`src/rtl/uart_tx_fifo_if.sv`:
```
// Write port of the buffered UART transmitter: producer-side valid/ready byte channel.
interface uart_tx_fifo_if;
  logic [7:0] wr_data;
  logic       wr_valid;
  logic       wr_ready;

  modport master (output wr_data, output wr_valid, input wr_ready);
  modport slave  (input wr_data, input wr_valid, output wr_ready);
endinterface

```
`src/rtl/uart_tx_fifo.sv`:
```
// Buffered UART transmitter: power-of-two byte FIFO feeding an 8N1 serialiser
// (LSB first, idle-high line). Define UART_TX_PARITY_EN to insert an even-parity
// bit between the data bits and the stop bit (8E1, 11-bit frames).
module uart_tx_fifo #(
  parameter int unsigned DELAY_FRAMES = 234,
  parameter int unsigned FIFO_AW      = 4
) (
  input  logic                 clk,
  input  logic                 rst,
  uart_tx_fifo_if.slave        wr,
  output logic                 uart_tx,
  output logic                 busy,
  output logic [FIFO_AW:0]     fifo_count
);

  localparam int unsigned DEPTH = 2 ** FIFO_AW;
  localparam int unsigned CW    = $clog2(DELAY_FRAMES);

  typedef enum logic [2:0] {
    IDLE,
    START,
    DATA,
    PARITY,
    STOP
  } state_t;

  state_t          state;
  logic [CW-1:0]   cnt;
  logic [2:0]      bit_idx;
  logic [7:0]      shift;

  logic [7:0]      mem [DEPTH];
  logic [FIFO_AW:0] wptr;
  logic [FIFO_AW:0] rptr;
  logic            empty;
  logic            full;
  logic            push;
  logic            pop;
  logic            bit_end;
  logic [7:0]      head;

  assign fifo_count = wptr - rptr;
  assign empty      = (wptr == rptr);
  assign full       = (wptr[FIFO_AW] != rptr[FIFO_AW]) &&
                      (wptr[FIFO_AW-1:0] == rptr[FIFO_AW-1:0]);
  assign wr.wr_ready = !rst && !full;
  assign push       = wr.wr_valid && wr.wr_ready;
  assign head       = mem[rptr[FIFO_AW-1:0]];
  assign bit_end    = (cnt == CW'(DELAY_FRAMES - 1));
  // The shifter is reloaded either from idle or at the end of a stop bit,
  // which is what makes back-to-back frames contiguous.
  assign pop        = !rst && !empty &&
                      ((state == IDLE) || ((state == STOP) && bit_end));
  assign busy       = !rst && ((state != IDLE) || !empty);

  // FIFO storage; contents need no reset, only the pointers do.
  always_ff @(posedge clk) begin
    if (push) mem[wptr[FIFO_AW-1:0]] <= wr.wr_data;
  end

  // FIFO pointers; a simultaneous push and pop leave the occupancy unchanged.
  always_ff @(posedge clk) begin
    if (rst) begin
      wptr <= '0;
      rptr <= '0;
    end else begin
      if (push) wptr <= wptr + 1'b1;
      if (pop)  rptr <= rptr + 1'b1;
    end
  end

`ifdef UART_TX_PARITY_EN
  logic par;

  // Even parity captured when the byte enters the shifter, since the shifter is consumed.
  always_ff @(posedge clk) begin
    if (pop) par <= ^head;
  end
`endif

  // Serialiser FSM with registered line output and baud counter.
  always_ff @(posedge clk) begin
    if (rst) begin
      state   <= IDLE;
      cnt     <= '0;
      bit_idx <= '0;
      uart_tx <= 1'b1;
    end else begin
      if (pop) shift <= head;
      case (state)
        IDLE: begin
          uart_tx <= 1'b1;
          cnt     <= '0;
          if (!empty) begin
            state   <= START;
            uart_tx <= 1'b0;
          end
        end
        START: begin
          if (bit_end) begin
            cnt     <= '0;
            bit_idx <= '0;
            state   <= DATA;
            uart_tx <= shift[0];
          end else begin
            cnt <= cnt + 1'b1;
          end
        end
        DATA: begin
          if (bit_end) begin
            cnt     <= '0;
            shift   <= {1'b0, shift[7:1]};
            bit_idx <= bit_idx + 3'd1;
            if (bit_idx == 3'd7) begin
`ifdef UART_TX_PARITY_EN
              state   <= PARITY;
              uart_tx <= par;
`else
              state   <= STOP;
              uart_tx <= 1'b1;
`endif
            end else begin
              uart_tx <= shift[1];
            end
          end else begin
            cnt <= cnt + 1'b1;
          end
        end
`ifdef UART_TX_PARITY_EN
        PARITY: begin
          if (bit_end) begin
            cnt     <= '0;
            state   <= STOP;
            uart_tx <= 1'b1;
          end else begin
            cnt <= cnt + 1'b1;
          end
        end
`endif
        STOP: begin
          if (bit_end) begin
            cnt <= '0;
            if (!empty) begin
              state   <= START;
              uart_tx <= 1'b0;
            end else begin
              state   <= IDLE;
              uart_tx <= 1'b1;
            end
          end else begin
            cnt <= cnt + 1'b1;
          end
        end
        default: begin
          state   <= IDLE;
          cnt     <= '0;
          uart_tx <= 1'b1;
        end
      endcase
    end
  end

endmodule

```
`src/flat_wrapper.sv`:
```
// flat-port wrapper written by rule: the top's interface ports become plain ports
module uart_tx_fifo_flat 
#(
  parameter int unsigned DELAY_FRAMES = 234,
  parameter int unsigned FIFO_AW      = 4
)
  (clk, rst, uart_tx, busy, fifo_count, wr_wr_data, wr_wr_valid, wr_wr_ready);
  uart_tx_fifo_if wr_i ();
  input  logic clk;
  input  logic rst;
  output logic uart_tx;
  output logic busy;
  output logic [FIFO_AW:0] fifo_count;
  input wire logic [$bits(wr_i.wr_data)-1:0] wr_wr_data;
  input wire logic [$bits(wr_i.wr_valid)-1:0] wr_wr_valid;
  output wire logic [$bits(wr_i.wr_ready)-1:0] wr_wr_ready;
  assign wr_i.wr_data = wr_wr_data;
  assign wr_i.wr_valid = wr_wr_valid;
  assign wr_wr_ready = wr_i.wr_ready;
  uart_tx_fifo #(.DELAY_FRAMES(DELAY_FRAMES), .FIFO_AW(FIFO_AW)) u_core (.clk(clk), .rst(rst), .wr(wr_i), .uart_tx(uart_tx), .busy(busy), .fifo_count(fifo_count));
endmodule
```
`config.mk`:
```
export PLATFORM = sky130hd
export DESIGN_NAME = uart_tx_fifo_flat
export DESIGN_NICKNAME = d
export VERILOG_FILES = /design/src/rtl/uart_tx_fifo_if.sv /design/src/rtl/uart_tx_fifo.sv /design/src/flat_wrapper.sv
export SDC_FILE = /design/constraint.sdc
export NUM_CORES = 1
export LEC_CHECK = 0
export ABC_AREA = 0
export BUFFER_PORTS_ARGS = -buffer_cell sky130_fd_sc_hd__buf_4
export CAP_MARGIN = 40
export CORE_MARGIN = 5
export CORE_UTILIZATION = 50
export CTS_CLUSTER_SIZE = 24
export DETAILED_ROUTE_END_ITERATION = 10
export GPL_ROUTABILITY_DRIVEN = 0
export PLACE_DENSITY = 0.74
export SYNTH_ARGS = -nofsm -noshare
export SYNTH_HDL_FRONTEND = slang
export SYNTH_SLANG_ARGS = --single-unit
export TNS_END_PERCENT = 30
```
`constraint.sdc`:
```
create_clock -name clk -period 2.82 [get_ports clk]
set_input_delay 0.141 -clock clk [delete_from_list [all_inputs] [get_ports clk]]
set_output_delay 0.141 -clock clk [all_outputs]
set_load 0.02 [all_outputs]
```
## After elaboration in Yosys (flattened, before gate mapping)

Memories as Yosys holds them, arrays and structs flattened. A register that Yosys moved wholly into a read port is not among the register bits.
Index checks and enable logic that the tools add are counted.

- Flip-flop bits (word level): 33
- Memory bits (read-only): 0
- Memories kept: 1
- Memory bits (writable): 128
- Latch bits: 0
- Bits of input ports: 11

- Mux-type cells: 23
- Shift operators: 0
- Multipliers: 0
- Reductions and logical operators: 20
- Bitwise operators: 1
- Magnitude comparators: 0
- Equality and inequality tests: 13
- Add/subtract/negate cells: 5
- Divide/modulo/power cells: 0

Memories:

| memory | words | bits a word | read ports | clocked after memory_dff | wr ports | RTL line | text |
|---|---|---|---|---|---|---|---|
| u_core.mem | 16 | 8 | 1 | 1 | 1 | uart_tx_fifo.sv:32 | `logic [7:0] mem [DEPTH];` |

Operators with widths:

| operator | count |
|---|---|
| $mux W8 | 3 |
| $mux W3 | 7 |
| $pmux W3 S4 | 1 |
| $add A5 B1 Y5 const B | 2 |
| $add A8 B1 Y8 const B | 1 |
| $eq A8 B8 Y1 const B | 1 |
| $mux W1 | 8 |
| $mux W4 | 2 |
| $ne A2 B1 Y1 const B | 4 |
| $logic_and A1 B1 Y1 | 7 |
| $eq A3 B3 Y1 const B | 2 |
| $pmux W3 S2 | 1 |
| $reduce_and A3 Y1 | 2 |
| $reduce_or A3 Y1 | 2 |
| $eq A5 B5 Y1 | 1 |
| $reduce_and A5 Y1 | 1 |
| $sub A5 B5 Y5 | 1 |
| $eq A4 B4 Y1 | 1 |
| $pmux W1 S4 | 1 |
| $add A3 B1 Y3 const B | 1 |
| $eq A3 B1 Y1 const B | 1 |
| $eq A3 B2 Y1 const B | 1 |
| $logic_not A1 Y1 | 3 |
| $logic_not A3 Y1 | 1 |
| 6 further kinds | 7 |

## Logic depth before layout (Yosys ltp)

- Depth in word-level cells: 7
- Depth in mapped cells: 8
- Mapped depth without buffers: 7

## Least setup slack after synthesis

No wires, ideal clock.

- Path type: register to register
- From: register u_core.wptr[0]
- To: memory u_core.mem[3][0] (enable)
- Slack: 0.529 ns
- Library setup time: 0.383 ns
- Stages on the path, launching flop included: 8
- Required time: 2.437 ns
- Arrival time: 1.907 ns
- Cells stage by stage: dfxtp_1 > inv_1 > ha_1 > nand4_1 > o211a_1 > buf_2 > nand2_1 > nor3_1

- Longest elaborated chain between the ends: 7

Ends and longest elaborated chain:

| item | RTL line | text |
|---|---|---|
| start, declared | uart_tx_fifo.sv:33 | `logic [FIFO_AW:0] wptr;` |
| start signal, assigned | uart_tx_fifo.sv:67 | `if (push) wptr <= wptr + 1'b1;` |
| $eq A4 B4 Y1 | uart_tx_fifo.sv:45 | `(wptr[FIFO_AW-1:0] == rptr[FIFO_AW-1:0]);` |
| $logic_and A1 B1 Y1 | uart_tx_fifo.sv:44 | `assign full = (wptr[FIFO_AW] != rptr[FIFO_AW]) &&` |
| $logic_not A1 Y1 | uart_tx_fifo.sv:46 | `assign wr.wr_ready = !rst && !full;` |
| $logic_and A1 B1 Y1 | uart_tx_fifo.sv:46 |  |
| $logic_and A1 B1 Y1 | uart_tx_fifo.sv:47 | `assign push = wr.wr_valid && wr.wr_ready;` |
| $mux W1 | uart_tx_fifo.sv:58 | `if (push) mem[wptr[FIFO_AW-1:0]] <= wr.wr_data;` |
| $mux W1 (not written as such) | uart_tx_fifo.sv:58 |  |
| end, declared | uart_tx_fifo.sv:32 |  |

Parallel ways exist; a longest one is shown, timed or not.

## Worst setup path in the final report

- From: register u_core.wptr[2]
- To: register u_core.shift[2], data pin

- Longest elaborated chain between the ends: 7

Ends and longest elaborated chain:

| item | RTL line | text |
|---|---|---|
| $eq A5 B5 Y1 (*) | uart_tx_fifo.sv:43 | `assign empty = (wptr == rptr);` |
| $logic_not A1 Y1 (*) | uart_tx_fifo.sv:52 | `assign pop = !rst && !empty &&` |
| $logic_and A1 B1 Y1 (*) (2 in series) | uart_tx_fifo.sv:52 |  |
| $mux W8 (*) | uart_tx_fifo.sv:89 | `if (pop) shift <= head;` |
| $mux W8 | uart_tx_fifo.sv:110 | `if (bit_end) begin` |
| $mux W8 (*) | uart_tx_fifo.sv:90 | `case (state)` |
| end signal, assigned | uart_tx_fifo.sv:112 | `shift <= {1'b0, shift[7:1]};` |
| end, declared | uart_tx_fifo.sv:30 | `logic [7:0] shift;` |

Mark *: on every way between the ends. The rest lies on a longest branch, timed or not.
A chain may end at the register's enable or synchronous reset.

==> impl_metrics.ini <==
[clock_network]
post_cts_resized = 0
postCtsHoldBufs = 0
htree_levels = 4
cts_buffers = 17
cts_root_buffer = clkbuf_16
worstSkewPairLatency_ps = 420
cts_tree = yes
clkTransAtPathRegs_ps = 60
cts_buffer_depth = 2
cts.sinks = 165
cts_setup_buffers = 0

[drt]
firstDrtPassIters = 5
wl_met3_microns = 899
topRoutingLayerUsed = met4
drc_errors = 0
wl_per_cell_microns = 20.5
num_vias = 3758
m1WireLength_mm = 5.76
wl_mm = 13.5
wl_met2_mm = 6.69
vias_per_cell = 5.69
ant_nets = 0
drt_iter0_markers = 470

[critical_path]
cp-end-kind = register
path_max_fanout = 16
cp_data_required_time_ps = 3080
arrival_ps = 2820
cp_top_family = simple AND/OR/NAND/NOR gates
crit_type = register to register
cp_cell_sequence = ha_1, and4_4, a2111oi_4, nand2_2, or3_1, a21oi_1
critPathMaxStageDelay_ps = 510
critPathBufInv = 0
reg2reg_slack_ps = 260
crit_path_top_delay_cell = dfxtp_1
startpoint_type = register

[placed_design]
portBuffers = 18
hpwlAfterDp_mm = 8.69

[min_path]
hold_class = input pin to register

[final_layout]
num_antenna_cells = 0
area_growth_pct = 14.2
layout.area.seq_sq_um = 4670
n_fill_cell = 1005
final_util_pct = 58.7
final_common_cell = edfxtp_1
layout-drive-gt1-share_pct = 22.7
multi_input_area_sq_um = 2060
layout_common_cells = edfxtp_1 (136), nor2_1 (41), buf_4 (36)
nets = 496

[global_routing]
grt.total_usage_pct = 17.8
grt_pass1_wl_mm = 21.5
grt_pass1_vias = 3833
grt_max_degree = 31
grt_antenna_before_repair = 0
grt.overflow.total = 0

[floorplan]
die_w_microns = 127
start_util_pct = 51.4
dieHeight_microns = 127
boundaryPins = 19
rows = 42
dieArea_sq_um = 16200
core_area_sq_um = 13300

[timing]
finalMaxSlewViolations = 0
setup_viol = 0
fin_skew_ps = 6.70
fin_tns_setup_ps = 0
min_period_over_period_pct = 90.7
max_freq_mhz = 391
max_slew_margin_pct = 62.4
rsz0062_at_grt = false
period_needed_ps = 2560
tightest_slew_ps = 564
hold_violations = 0

[synthesis]
synth_cells = 435
synth.avg_cell_area_sq_um = 15.8
ys.flop_type = edfxtp_1
ys_seq_area_share_pct = 68.0
syn_area_sq_um = 6860
ys_async_sr_fraction_pct = 0
synth-edff-count = 136
syn-num-nets = 460
synth_cell_types = 48
synth_seq_cells = 165
synth_warnings = 0

[power]
peakVddDrop_uv = 482
power_density_nw_per_um2 = 723
p_leak_uw = 0.00256

[outcome]
status = finished, final reports clean

[job]
drv_cap = 0
-- final timing paths --
| kind | startpoint | to | cells past startpoint |
|---|---|---|---|
| worst min register to register | u_core.bit_idx[2]$_SDFFE_PP0P_ | u_core.bit_idx[2]$_SDFFE_PP0P_ | 2 |
| worst max register to register | u_core.wptr[2]$_SDFFE_PP0P_ | u_core.shift[2]$_DFFE_PN_ | 6 |
| worst max-delay path | u_core.wptr[2]$_SDFFE_PP0P_ | u_core.shift[2]$_DFFE_PN_ | 6 |
| worst min-delay path | wr_wr_data[4] | u_core.mem[7][4]$_DFFE_PP_ | 1 |
-- area by class of cell --
cell class,count,share of cell area [%]
clock inverter,14,1.61
multi-input combinational,239,26.3
inverter,11,0.527
timing repair buffer,37,3.71
sequential,165,59.6
tap,176,2.81
clock buffer,18,5.48
-- worst register-to-register path: stages, from the launching register on --
cell and delay (ps):
dfxtp_1 510, ha_1 360, and4_4 240, a2111oi_4 450, nand2_2 260, or3_1 430
a21oi_1 150
-- registers in the layout, indices dropped and copies added, names as in the netlist, named ones only --
signal	count
u_core.cnt	8
u_core.mem	128
u_core.uart_tx	1
u_core.rptr	5
u_core.state	3
u_core.bit_idx	3
u_core.shift	8
u_core.wptr	5
-- stage by stage --
step	cell area [sq um]	instances	power (uW)	hold slack (ps)	setup slack (ps)
after global placement	7270	628	3530	441	418
after CTS	7830	660	5700	18.8	278
final	7830	660	5660	34.8	261
after detailed placement	7270	628	3550	461	298
after floorplan	6860	435	3330	240	529
after global routing	7830	660	5890	26.4	104
-- cell usage after synthesis (2+ instances only) --
master / instances / share of area [%]
nand2b_1: 5 / 0.46
nor3_1: 9 / 0.66
a21o_1: 2 / 0.22
mux4_2: 32 / 11
dfxtp_1: 29 / 8.5
nor2_1: 41 / 2.2
nor2b_1: 3 / 0.27
o211ai_1: 2 / 0.22
nand2_1: 22 / 1.2
nor4_1: 2 / 0.18
xor2_1: 8 / 1.0
mux2i_1: 3 / 0.44
nand4_1: 4 / 0.36
nand4b_1: 2 / 0.26
buf_1: 2 / 0.11
xnor2_1: 8 / 1.0
nand3_1: 7 / 0.51
buf_4: 4 / 0.44
o31ai_1: 2 / 0.22
and3_1: 3 / 0.27
or3_1: 8 / 0.73
inv_1: 11 / 0.60
clkbuf_1: 11 / 0.60
o21ai_0: 8 / 0.58
a21oi_1: 23 / 1.7
edfxtp_1: 136 / 60
o22ai_1: 12 / 1.1
ha_1: 13 / 2.4
mux2_2: 2 / 0.33
buf_2: 3 / 0.22
-- per-layer routing --
layer	vias to the layer above	global-route usage (%)
met2	130	27.8
met1	1859	24.5
li1	1751	-
met5	-	0
met4	0	6.50
met3	18	4.59
-- cell families after synthesis --
| family | after synthesis | synth area share (%) |
|---|---|---|
| simple gates | 115 | 8.41 |
| mux | 37 | 11.3 |
| fa+ha+maj | 14 | 2.66 |
| compound gates | 56 | 5.35 |
| flops | 165 | 68.0 |
| xor+xnor | 17 | 2.28 |
| buf+inv | 31 | 1.97 |
-- report_power, final --
group	switching, uW	internal, uW	total, uW	leakage (uW)
logic	353	347	700	0.000824
registers	78.4	2710	2790	0.00147
clock network	944	1220	2170	0.000273
total	1380	4280	5660	0.00256
No activity file was read; power rests on OpenSTA's default activity.
